[src/rtl/lcd_pkg.sv]
// Shared types, HD44780 command bytes and helpers for the LCD row writer.
package lcd_pkg;

  typedef enum logic [2:0] {
    POWERUP,
    INIT,
    IDLE,
    LOAD,
    SEND,
    DONE
  } state_e;

  typedef enum logic [1:0] {
    PH_IDLE,
    PH_SETUP,
    PH_EN,
    PH_WAIT
  } phase_e;

  localparam logic [7:0] CMD_FUNC_SET = 8'h38;
  localparam logic [7:0] CMD_DISP_ON  = 8'h0C;
  localparam logic [7:0] CMD_ENTRY    = 8'h06;
  localparam logic [7:0] CMD_CLEAR    = 8'h01;
  localparam logic [7:0] CMD_LINE1    = 8'h80;
  localparam logic [7:0] CMD_LINE2    = 8'hC0;

  localparam int FRAME_BYTES = 34;
  localparam int LINE2_IDX   = FRAME_BYTES / 2;

  function automatic int cnt_width(int a, int b, int c, int d);
    int m;
    m = a;
    if (b > m) m = b;
    if (c > m) m = c;
    if (d > m) m = d;
    return (m < 1) ? 1 : $clog2(m + 1);
  endfunction

  function automatic logic [7:0] init_cmd(logic [1:0] idx);
    case (idx)
      2'd0:    return CMD_FUNC_SET;
      2'd1:    return CMD_DISP_ON;
      2'd2:    return CMD_ENTRY;
      default: return CMD_CLEAR;
    endcase
  endfunction

  // Char 0 sits in the top byte of the row vector.
  function automatic logic [7:0] row_char(logic [127:0] row, logic [3:0] idx);
    return row[{4'd15 - idx, 3'b000} +: 8];
  endfunction

endpackage

[src/rtl/lcd_row_writer_if.sv]
// HD44780 pin bundle: the byte transmitter drives it, observers read it.
interface lcd_row_writer_if;
  logic       rs;
  logic       rw;
  logic       en;
  logic [7:0] data;

  modport master (output rs, rw, en, data);
  modport slave  (input  rs, rw, en, data);
endinterface

[src/rtl/lcd_byte_tx.sv]
// One HD44780 byte: setup clock, EN_CYCLES of en=1, then a wait gap (longer after clear).
// byte_done marks the last wait clock so the next byte_start can follow with no gap.
module lcd_byte_tx import lcd_pkg::*; #(
  parameter int EN_CYCLES       = 2,
  parameter int WAIT_CYCLES     = 3,
  parameter int CLR_WAIT_CYCLES = 10,
  parameter int CW              = 4
) (
  input  logic             clk,
  input  logic             rst,
  input  logic             byte_start,
  input  logic             byte_rs,
  input  logic [7:0]       byte_data,
  input  logic             byte_clr,
  output logic             byte_done,
  lcd_row_writer_if.master lcd
);

  phase_e          phase_q, phase_d;
  logic [CW-1:0]   cnt_q, cnt_d;
  logic [CW-1:0]   wait_last;
  logic            rs_q, rs_d;
  logic [7:0]      data_q, data_d;
  logic            clr_q, clr_d;

  assign wait_last = clr_q ? CW'(CLR_WAIT_CYCLES - 1) : CW'(WAIT_CYCLES - 1);
  assign byte_done = (phase_q == PH_WAIT) && (cnt_q == wait_last);

  always_comb begin
    phase_d = phase_q;
    cnt_d   = cnt_q;
    rs_d    = rs_q;
    data_d  = data_q;
    clr_d   = clr_q;
    case (phase_q)
      PH_SETUP: begin
        phase_d = PH_EN;
        cnt_d   = '0;
      end
      PH_EN: begin
        if (cnt_q == CW'(EN_CYCLES - 1)) begin
          phase_d = PH_WAIT;
          cnt_d   = '0;
        end else begin
          cnt_d = cnt_q + 1'b1;
        end
      end
      PH_WAIT: begin
        if (byte_done) begin
          phase_d = PH_IDLE;
          cnt_d   = '0;
        end else begin
          cnt_d = cnt_q + 1'b1;
        end
      end
      default: ;
    endcase
    if (byte_start && ((phase_q == PH_IDLE) || byte_done)) begin
      phase_d = PH_SETUP;
      cnt_d   = '0;
      rs_d    = byte_rs;
      data_d  = byte_data;
      clr_d   = byte_clr;
    end
  end

  always_ff @(posedge clk) begin
    if (rst) begin
      phase_q <= PH_IDLE;
      cnt_q   <= '0;
      rs_q    <= 1'b0;
      data_q  <= 8'h00;
      clr_q   <= 1'b0;
    end else begin
      phase_q <= phase_d;
      cnt_q   <= cnt_d;
      rs_q    <= rs_d;
      data_q  <= data_d;
      clr_q   <= clr_d;
    end
  end

  // rs/data are held from setup until the next byte loads, so they never move under en.
  assign lcd.en   = (phase_q == PH_EN);
  assign lcd.rs   = rs_q;
  assign lcd.rw   = 1'b0;
  assign lcd.data = data_q;

endmodule

[src/rtl/lcd_row_writer.sv]
// Writes two 16-char rows to an HD44780 after power-up/INIT; one 34-byte frame per request.
// LCD_AUTO_REFRESH_EN: while idle, any row change versus the last snapshot also starts a frame.
module lcd_row_writer import lcd_pkg::*; #(
  parameter int EN_CYCLES       = 2,
  parameter int WAIT_CYCLES     = 3,
  parameter int CLR_WAIT_CYCLES = 10,
  parameter int POWERUP_CYCLES  = 8
) (
  input  logic         clk,
  input  logic         rst,
  input  logic [127:0] row1,
  input  logic [127:0] row2,
  input  logic         update,
  output logic         busy,
  output logic         done,
  output logic         lcd_rs,
  output logic         lcd_rw,
  output logic         lcd_en,
  output logic [7:0]   lcd_data
);

  localparam int CW = cnt_width(EN_CYCLES, WAIT_CYCLES, CLR_WAIT_CYCLES, POWERUP_CYCLES);

  state_e         state_q, state_d;
  logic [CW-1:0]  pu_q, pu_d;
  logic [1:0]     init_q, init_d;
  logic [5:0]     byte_q, byte_d;
  logic [3:0]     char_q, char_d;
  logic           pending_q, pending_d;
  logic [127:0]   sh1_q, sh1_d, sh2_q, sh2_d;
  logic [5:0]     nb;
  logic           frame_req;
  logic           go_load;

  logic           tx_start, tx_rs, tx_clr, tx_done;
  logic [7:0]     tx_data;

  lcd_row_writer_if lcd_bus ();

  lcd_byte_tx #(
    .EN_CYCLES       (EN_CYCLES),
    .WAIT_CYCLES     (WAIT_CYCLES),
    .CLR_WAIT_CYCLES (CLR_WAIT_CYCLES),
    .CW              (CW)
  ) u_tx (
    .clk        (clk),
    .rst        (rst),
    .byte_start (tx_start),
    .byte_rs    (tx_rs),
    .byte_data  (tx_data),
    .byte_clr   (tx_clr),
    .byte_done  (tx_done),
    .lcd        (lcd_bus)
  );

`ifdef LCD_AUTO_REFRESH_EN
  assign frame_req = update || (row1 != sh1_q) || (row2 != sh2_q);
`else
  assign frame_req = update;
`endif

  assign nb      = byte_q + 6'd1;
  assign go_load = pending_q || update;

  always_comb begin
    state_d   = state_q;
    pu_d      = pu_q;
    init_d    = init_q;
    byte_d    = byte_q;
    char_d    = char_q;
    pending_d = pending_q;
    sh1_d     = sh1_q;
    sh2_d     = sh2_q;
    tx_start  = 1'b0;
    tx_rs     = 1'b0;
    tx_data   = 8'h00;
    tx_clr    = 1'b0;
    done      = 1'b0;
    if (update && (state_q != IDLE)) pending_d = 1'b1;
    case (state_q)
      POWERUP: begin
        if (pu_q == CW'(POWERUP_CYCLES - 1)) begin
          state_d  = INIT;
          init_d   = 2'd0;
          tx_start = 1'b1;
          tx_data  = init_cmd(2'd0);
        end else begin
          pu_d = pu_q + 1'b1;
        end
      end
      INIT: begin
        if (tx_done) begin
          if (init_q == 2'd3) begin
            state_d   = go_load ? LOAD : IDLE;
            pending_d = 1'b0;
          end else begin
            init_d   = init_q + 2'd1;
            tx_start = 1'b1;
            tx_data  = init_cmd(init_q + 2'd1);
            tx_clr   = (init_cmd(init_q + 2'd1) == CMD_CLEAR);
          end
        end
      end
      IDLE: begin
        if (frame_req) state_d = LOAD;
      end
      LOAD: begin
        sh1_d    = row1;
        sh2_d    = row2;
        byte_d   = 6'd0;
        char_d   = 4'd0;
        tx_start = 1'b1;
        tx_data  = CMD_LINE1;
        state_d  = SEND;
      end
      SEND: begin
        if (tx_done) begin
          if (byte_q == 6'(FRAME_BYTES - 1)) begin
            state_d = DONE;
          end else begin
            byte_d   = nb;
            tx_start = 1'b1;
            if (nb == 6'(LINE2_IDX)) begin
              tx_data = CMD_LINE2;
              char_d  = 4'd0;
            end else begin
              tx_rs   = 1'b1;
              tx_data = row_char((nb < 6'(LINE2_IDX)) ? sh1_q : sh2_q, char_q);
              char_d  = (char_q == 4'd15) ? 4'd15 : char_q + 4'd1;
            end
          end
        end
      end
      DONE: begin
        done      = 1'b1;
        state_d   = go_load ? LOAD : IDLE;
        pending_d = 1'b0;
      end
      default: state_d = POWERUP;
    endcase
  end

  always_ff @(posedge clk) begin
    if (rst) begin
      state_q   <= POWERUP;
      pu_q      <= '0;
      init_q    <= 2'd0;
      byte_q    <= 6'd0;
      char_q    <= 4'd0;
      pending_q <= 1'b0;
      sh1_q     <= '0;
      sh2_q     <= '0;
    end else begin
      state_q   <= state_d;
      pu_q      <= pu_d;
      init_q    <= init_d;
      byte_q    <= byte_d;
      char_q    <= char_d;
      pending_q <= pending_d;
      sh1_q     <= sh1_d;
      sh2_q     <= sh2_d;
    end
  end

  assign busy     = (state_q != IDLE);
  assign lcd_rs   = lcd_bus.rs;
  assign lcd_rw   = lcd_bus.rw;
  assign lcd_en   = lcd_bus.en;
  assign lcd_data = lcd_bus.data;

endmodule

[config.mk]
export PLATFORM = sky130hd
export DESIGN_NAME = lcd_row_writer
export DESIGN_NICKNAME = d
export VERILOG_FILES = /design/src/rtl/lcd_pkg.sv /design/src/rtl/lcd_row_writer_if.sv /design/src/rtl/lcd_byte_tx.sv /design/src/rtl/lcd_row_writer.sv
export SDC_FILE = /design/constraint.sdc
export NUM_CORES = 1
export LEC_CHECK = 0
export BUFFER_PORTS_ARGS = -buffer_cell sky130_fd_sc_hd__buf_2
export CAP_MARGIN = 10
export CORE_ASPECT_RATIO = 1.2
export CORE_MARGIN = 2
export CORE_UTILIZATION = 55
export DETAILED_ROUTE_END_ITERATION = 16
export PLACE_DENSITY_LB_ADDON = 0.15
export SYNTH_ARGS = -nofsm -noshare
export SYNTH_HDL_FRONTEND = slang
export SYNTH_SLANG_ARGS = --single-unit
[constraint.sdc]
create_clock -name clk -period 4.54 [get_ports clk]
set_clock_uncertainty 0.2 [all_clocks]
set_input_delay 0.454 -clock clk [delete_from_list [all_inputs] [get_ports clk]]
set_output_delay 0.454 -clock clk [all_outputs]
set_load 0.05 [all_outputs]
### After elaboration in Yosys (flattened, before gate mapping)

Index checks and enable logic that the tools add are counted.

* add/sub/neg operators: 6
* order comparisons: 1
* equality and inequality tests: 31
* shifts and indexed selects: 1
* mux-type cells: 58
* bitwise gates (word level): 1
* reductions and logical operators: 19

Operator list (count)
* 2-to-1 mux 128 bit: 1
* indexed part select 128 x 8 -> 8 bit: 1
* 2-to-1 mux 8 bit: 6
* case mux 8 bit (4 select lines): 1
* 2-to-1 mux 6 bit: 5
* 2-to-1 mux 4 bit: 7
* 2-to-1 mux 1 bit: 18
* 2-to-1 mux 3 bit: 6
* case mux 3 bit (6 select lines): 1
* case mux 6 bit (3 select lines): 1
* adder 4 x 1 -> 4 bit, second input constant: 3
* inequality test 2 bit, second input constant: 6
* case mux 4 bit (3 select lines): 1
* case mux 6 bit (2 select lines): 1
* 2-to-1 mux 2 bit: 5
* AND reduction 3 bit: 3
* == test 2 bit, second input constant: 4
* == test 8 x 1 -> 1 bit, second input constant: 1
* inequality test 2 x 1 -> 1 bit, second input constant: 4
* case mux 4 bit (2 select lines): 1
* adder 6 x 1 -> 6 bit, second input constant: 1
* == test 3 x 2 -> 1 bit, second input constant: 2
* == test 3 bit, second input constant: 2
* == test 6 x 5 -> 1 bit, second input constant: 1
* other kinds (28): 35

* register bits: 292
* output and inout bits: 13
* logic and storage cells: 131

### Logic depth before layout (Yosys ltp)

* word-level depth: 10
* gate-level depth with buffers: 12
* gate-level depth less buffers: 9

### Hierarchy

A second synthesis with hierarchy kept.

* cell total of the unflattened synthesis: 1606
* area total of the unflattened synthesis: 13131.3 µm²

Modules (own cells, without submodules)
* lcd_row_writer: times used 1, cells an instance 1511, area each 12324.3 µm², seq. area each 5525.3 µm²
* lcd_byte_tx: times used 1, cells an instance 95, area each 807.0 µm², seq. area each 320.3 µm²

### Least setup slack after synthesis

Ideal clock, no wire load.

* kind: reg-to-reg
* start: register byte_q[0]
* end: register u_tx.data_q[5], in the netlist u_tx.lcd.data[5]
* library setup time: 0.125 ns
* arrival time: 2.637 ns
* required time: 4.215 ns
* slack: 1.578 ns
* stages on the path, launching flop included: 10
* cells stage by stage: dfxtp_1 > ha_1 > and3_1 > a211o_1 > nand2_2 > mux4_2 > mux4_2 > nor2b_1 > a31oi_1 > o21ai_0

* word-level cells in the longest chain between the ends: 8

RTL lines
* start, declared: RTL line lcd_row_writer.sv:27 `logic [5:0] byte_q, byte_d;`
* start signal, assigned: RTL line lcd_row_writer.sv:157 `byte_q <= byte_d;`
* adder 6 x 1 -> 6 bit: RTL line lcd_row_writer.sv:62 `assign nb = byte_q + 6'd1;`
* less-than comparator 6 x 5 -> 1 bit: RTL line lcd_row_writer.sv:128 `tx_data = row_char((nb < 6'(LINE2_IDX)) ? sh1_q : sh2_q, char_q);`
* 2-to-1 mux 128 bit: RTL line lcd_row_writer.sv:128
* indexed part select 128 x 8 -> 8 bit: RTL line lcd_pkg.sv:50 `return row[{4'd15 - idx, 3'b000} +: 8];`
* 2-to-1 mux 8 bit: RTL line lcd_row_writer.sv:123 `if (nb == 6'(LINE2_IDX)) begin`
* 2-to-1 mux 8 bit: RTL line lcd_row_writer.sv:118 `if (byte_q == 6'(FRAME_BYTES - 1)) begin`
* 2-to-1 mux 8 bit: RTL line lcd_row_writer.sv:117 `if (tx_done) begin`
* case mux 8 bit (4 select lines): RTL line lcd_row_writer.sv:80 `case (state_q)`
* end signal, assigned: RTL line lcd_byte_tx.sv:78 `data_q <= data_d;`
* end, declared: RTL line lcd_byte_tx.sv:23 `logic [7:0] data_q, data_d;`

Several ways; a longest one is shown, not always the timed one.
A chain may end at the register's enable or synchronous reset.

### Worst setup path in the final report

* start: register byte_q[0]
* end: register u_tx.data_q[2], in the netlist u_tx.lcd.data[2]

Same word-level chain as after synthesis.

==> run_results.csv <==
group,metric,value,unit
timing,max-slew-margin-rel,31.4,%
clock_network,htree_levels,1,
timing,grt_setup_unrepaired,"false",
floorplan,start_util,55.7,%
clock_network,clk_pin_slew_worst_paths,70,ps
pwr,p_switching,1230,uW
drt,wl_per_cell,19.2,um
clock_network,cts_tree,"built",
drt,drt_iter0_drc,1356,
setup_path,cpPeakStageDelay,730,ps
clock_network,cts_buffer_depth,3,
setup_path,rrSetupSlack,760,ps
run,drv_cap,0,
final_layout,final_cells,2377,
floorplan,die_h,171,um
clock_network,postCtsSetupBuffers,0,
synth,synth-seq-area-share,45.5,%
global_routing,overflow,0,
pwr,p_leak,0.00649,uW
floorplan,dieArea,24600,um2
setup_path,cpMaxStageDelayCell,"nor2_8",
timing,slew_violations,0,
timing,clock.fmax,264,MHz
pwr,power_frac_comb,8.0,%
global_routing,grt_max_degree,258,
pwr,power.share.sequential,46.9,%
global_routing,grt_pass1_wl,68.5,mm
pwr,clkPwrFrac,45.1,%
clock_network,worstSkewPairLatency,550,ps
clock_network,ctsRootBufferMaster,"clkbuf_16",
global_routing,antenna_found_initial,1,
clock_network,numCtsBuffers,29,
clock_network,ctsHoldBuffers,246,
synth,yosysWarnings,0,
pwr,sw_frac_of_total,22.2,%
synth,synth_area_leader_cell,"dfxtp_1",
global_routing,grt_pass1_vias,13350,
placed_design,hpwl,26.3,mm
setup_path,worstPathRequired,4800,ps
final_layout,layout.cells.most_common_list,"nand2_1, a21oi_1, dfxtp_1",
timing,hold_violations,0,
drt,vias_per_cell,5.79,
synth,synth_cell_types,67,
synth,synth-main-ff-cell,"dfxtp_1",
synth,synth-seq-cells,292,
setup_path,path_cells,"ha_1 > and3_1 > a211oi_4 > nor2_8 > mux2i_1 > a221o_1 > a221o_1 > or4_1 > a211oi_2",
placed_design,gp_congestion,0.928,
setup_path,critPathKind,"reg -> reg",
drt,drt_wl_total,45.5,mm
synth,synth_top_area_share,45.5,%
final_layout,fin_nets,2309,
pwr,p_per_area,313,nW/um2
floorplan,die_w,143,um
setup_path,cp-end-kind,"flop",
floorplan,core_area,23000,um2
drt,vias,13767,
final_layout,layout_commonest_cell,"nand2_1",
synth,synth_edf_count,0,
drt,drc,0,
setup_path,cp_max_fo,45,
worst_hold_path,hold_path.class,"in -> reg",
clock_network,cts_sinks,292,
setup_path,arrival,4040,ps
synth,syn_area_per_cell,8.02,um2
placed_design,port_buffers,270,
global_routing,grtUsageTotal,35.7,%
setup_path,crit_top_cell,"a221o_1",
floorplan,rows,61,
run_status,status,"completed",
pwr,peakVddDrop,0.282,mV
synth,synth_fp_nets,1871,
drt,dr.pass1.iters,8,
setup_path,start_kind,"flop",
pwr,p_int,4320,uW
synth,netlist_instances,1600,
synth,mappedNetlistArea,12800,um2
clock_network,cts_resized,0,
timing,period_share,83.3,%
final_layout,drive_gt1_share,19.2,%
synth,async_reset_ff_share,0,%
synth,synth_area_leaders,"dfxtp_1, nand2_1, a21oi_1, mux4_2, clkbuf_1",
timing,fin_tns_setup,0,ps
floorplan,io_pins,272,
timing,final.min_clock_period,3780,ps
drt,final_antenna_net_count,0,
placed_design,dp.cells,2076,
timing,setup_viol,0,
final_layout,areaGrowthSynthToFinish,38.2,%
timing,worst_pin_slew,1030,ps
-- worst max-delay path, delay by kind of cell, from the launching register on --
| kind | cells | cell delay, ps |
|---|---|---|
| adder cells (fa/ha/maj) | 1 | 330 |
| AND/OR/NAND/NOR | 3 | 1450 |
| AO/OA/AOI/OAI | 4 | 980 |
| flip-flops | 1 | 500 |
| multiplexers | 1 | 230 |
-- power groups by stage --
stage | sequential (uW) | combinational [uW] | clock, uW
2_1_floorplan | 2650 | 123 | 0
3_3_place_gp | 2660 | 250 | 0
3_5_place_dp | 2660 | 256 | 0
4_1_cts | 2600 | 417 | 2510
5_1_grt | 2600 | 472 | 2610
6_report | 2600 | 444 | 2500
-- final timing paths --
| kind | from | to | cells past startpoint |
|---|---|---|---|
| hold / removal | row2[96] | sh2_q[96]$_SDFFE_PP0P_ | 3 |
| setup / recovery | byte_q[0]$_SDFFE_PP0P_ | u_tx.lcd.data[2]$_SDFFE_PP0P_ | 9 |
| hold reg to reg | sh1_q[42]$_SDFFE_PP0P_ | sh1_q[42]$_SDFFE_PP0P_ | 2 |
| setup reg to reg | byte_q[0]$_SDFFE_PP0P_ | u_tx.lcd.data[2]$_SDFFE_PP0P_ | 9 |
-- area by class of cell --
cell class | count | area, um2
Antenna cell | 3 | 7.51
Clock buffer | 41 | 851
Fill cell | 1556 | 5310
Multi-Input combinational cell | 1176 | 6480
Inverter | 10 | 37.5
Clock inverter | 11 | 149
Tap cell | 315 | 394
Timing Repair Buffer | 529 | 3970
Sequential cell | 292 | 5850
-- through the flow --
step | cell area [um2] | utilization (%) | power, uW | hold slack [ps] | setup WS [ps]
3_3_place_gp | 14300 | 61.9 | 2910 | 239 | 935
4_1_cts | 17700 | 76.9 | 5530 | 0.0802 | 784
6_report | 17700 | 77.0 | 5550 | 23.7 | 757
2_1_floorplan | 12800 | - | 2770 | 232 | 1580
3_5_place_dp | 14300 | 61.9 | 2920 | 244 | 828
5_1_grt | 17700 | 76.9 | 5680 | 12.5 | 583
-- cell usage after synthesis (3+ instances only) --
cell type	number
a211o_1	3
a211oi_1	3
a21oi_1	300
a22oi_1	9
a31oi_1	12
and2_1	3
and3_1	7
buf_1	7
buf_2	11
buf_4	4
clkbuf_1	99
dfxtp_1	292
ha_1	12
inv_1	9
mux2_2	4
mux2i_1	22
mux4_2	45
nand2_1	577
nand2b_1	8
nand3_1	30
nand4_1	5
nor2_1	49
nor2b_1	4
nor3_1	9
o211ai_1	4
o21ai_0	13
or3_1	5
-- cells by family after synthesis --
| logic type | synth area share [%] |
|---|---|
| simple gates | 22.5 |
| compound gates | 16.1 |
| flops | 45.5 |
| buf+inv | 4.14 |
| mux | 10.4 |
| fa+ha+maj | 1.17 |
| xor+xnor | 0.205 |
| other cells | 0.0292 |
-- registers in the layout, indices dropped and copies added, names as in the netlist --
name,cells
sh2_q,128
pending_q,1
byte_q,6
char_q,4
u_tx.cnt_q,4
init_q,2
sh1_q,128
pu_q,4
u_tx.clr_q,1
state_q,3
u_tx.lcd.data,8
u_tx.lcd.rs,1
u_tx.phase_q,2
-- per-layer routing --
metal	up-vias	GRT usage (%)	wire, um
met3	223	5.60	3650
li1	6307	-	-
met4	0	19.8	2710
met1	6447	41.6	16600
met5	-	0	0
met2	790	62.3	22600
(Power assumes the default switching activity.)
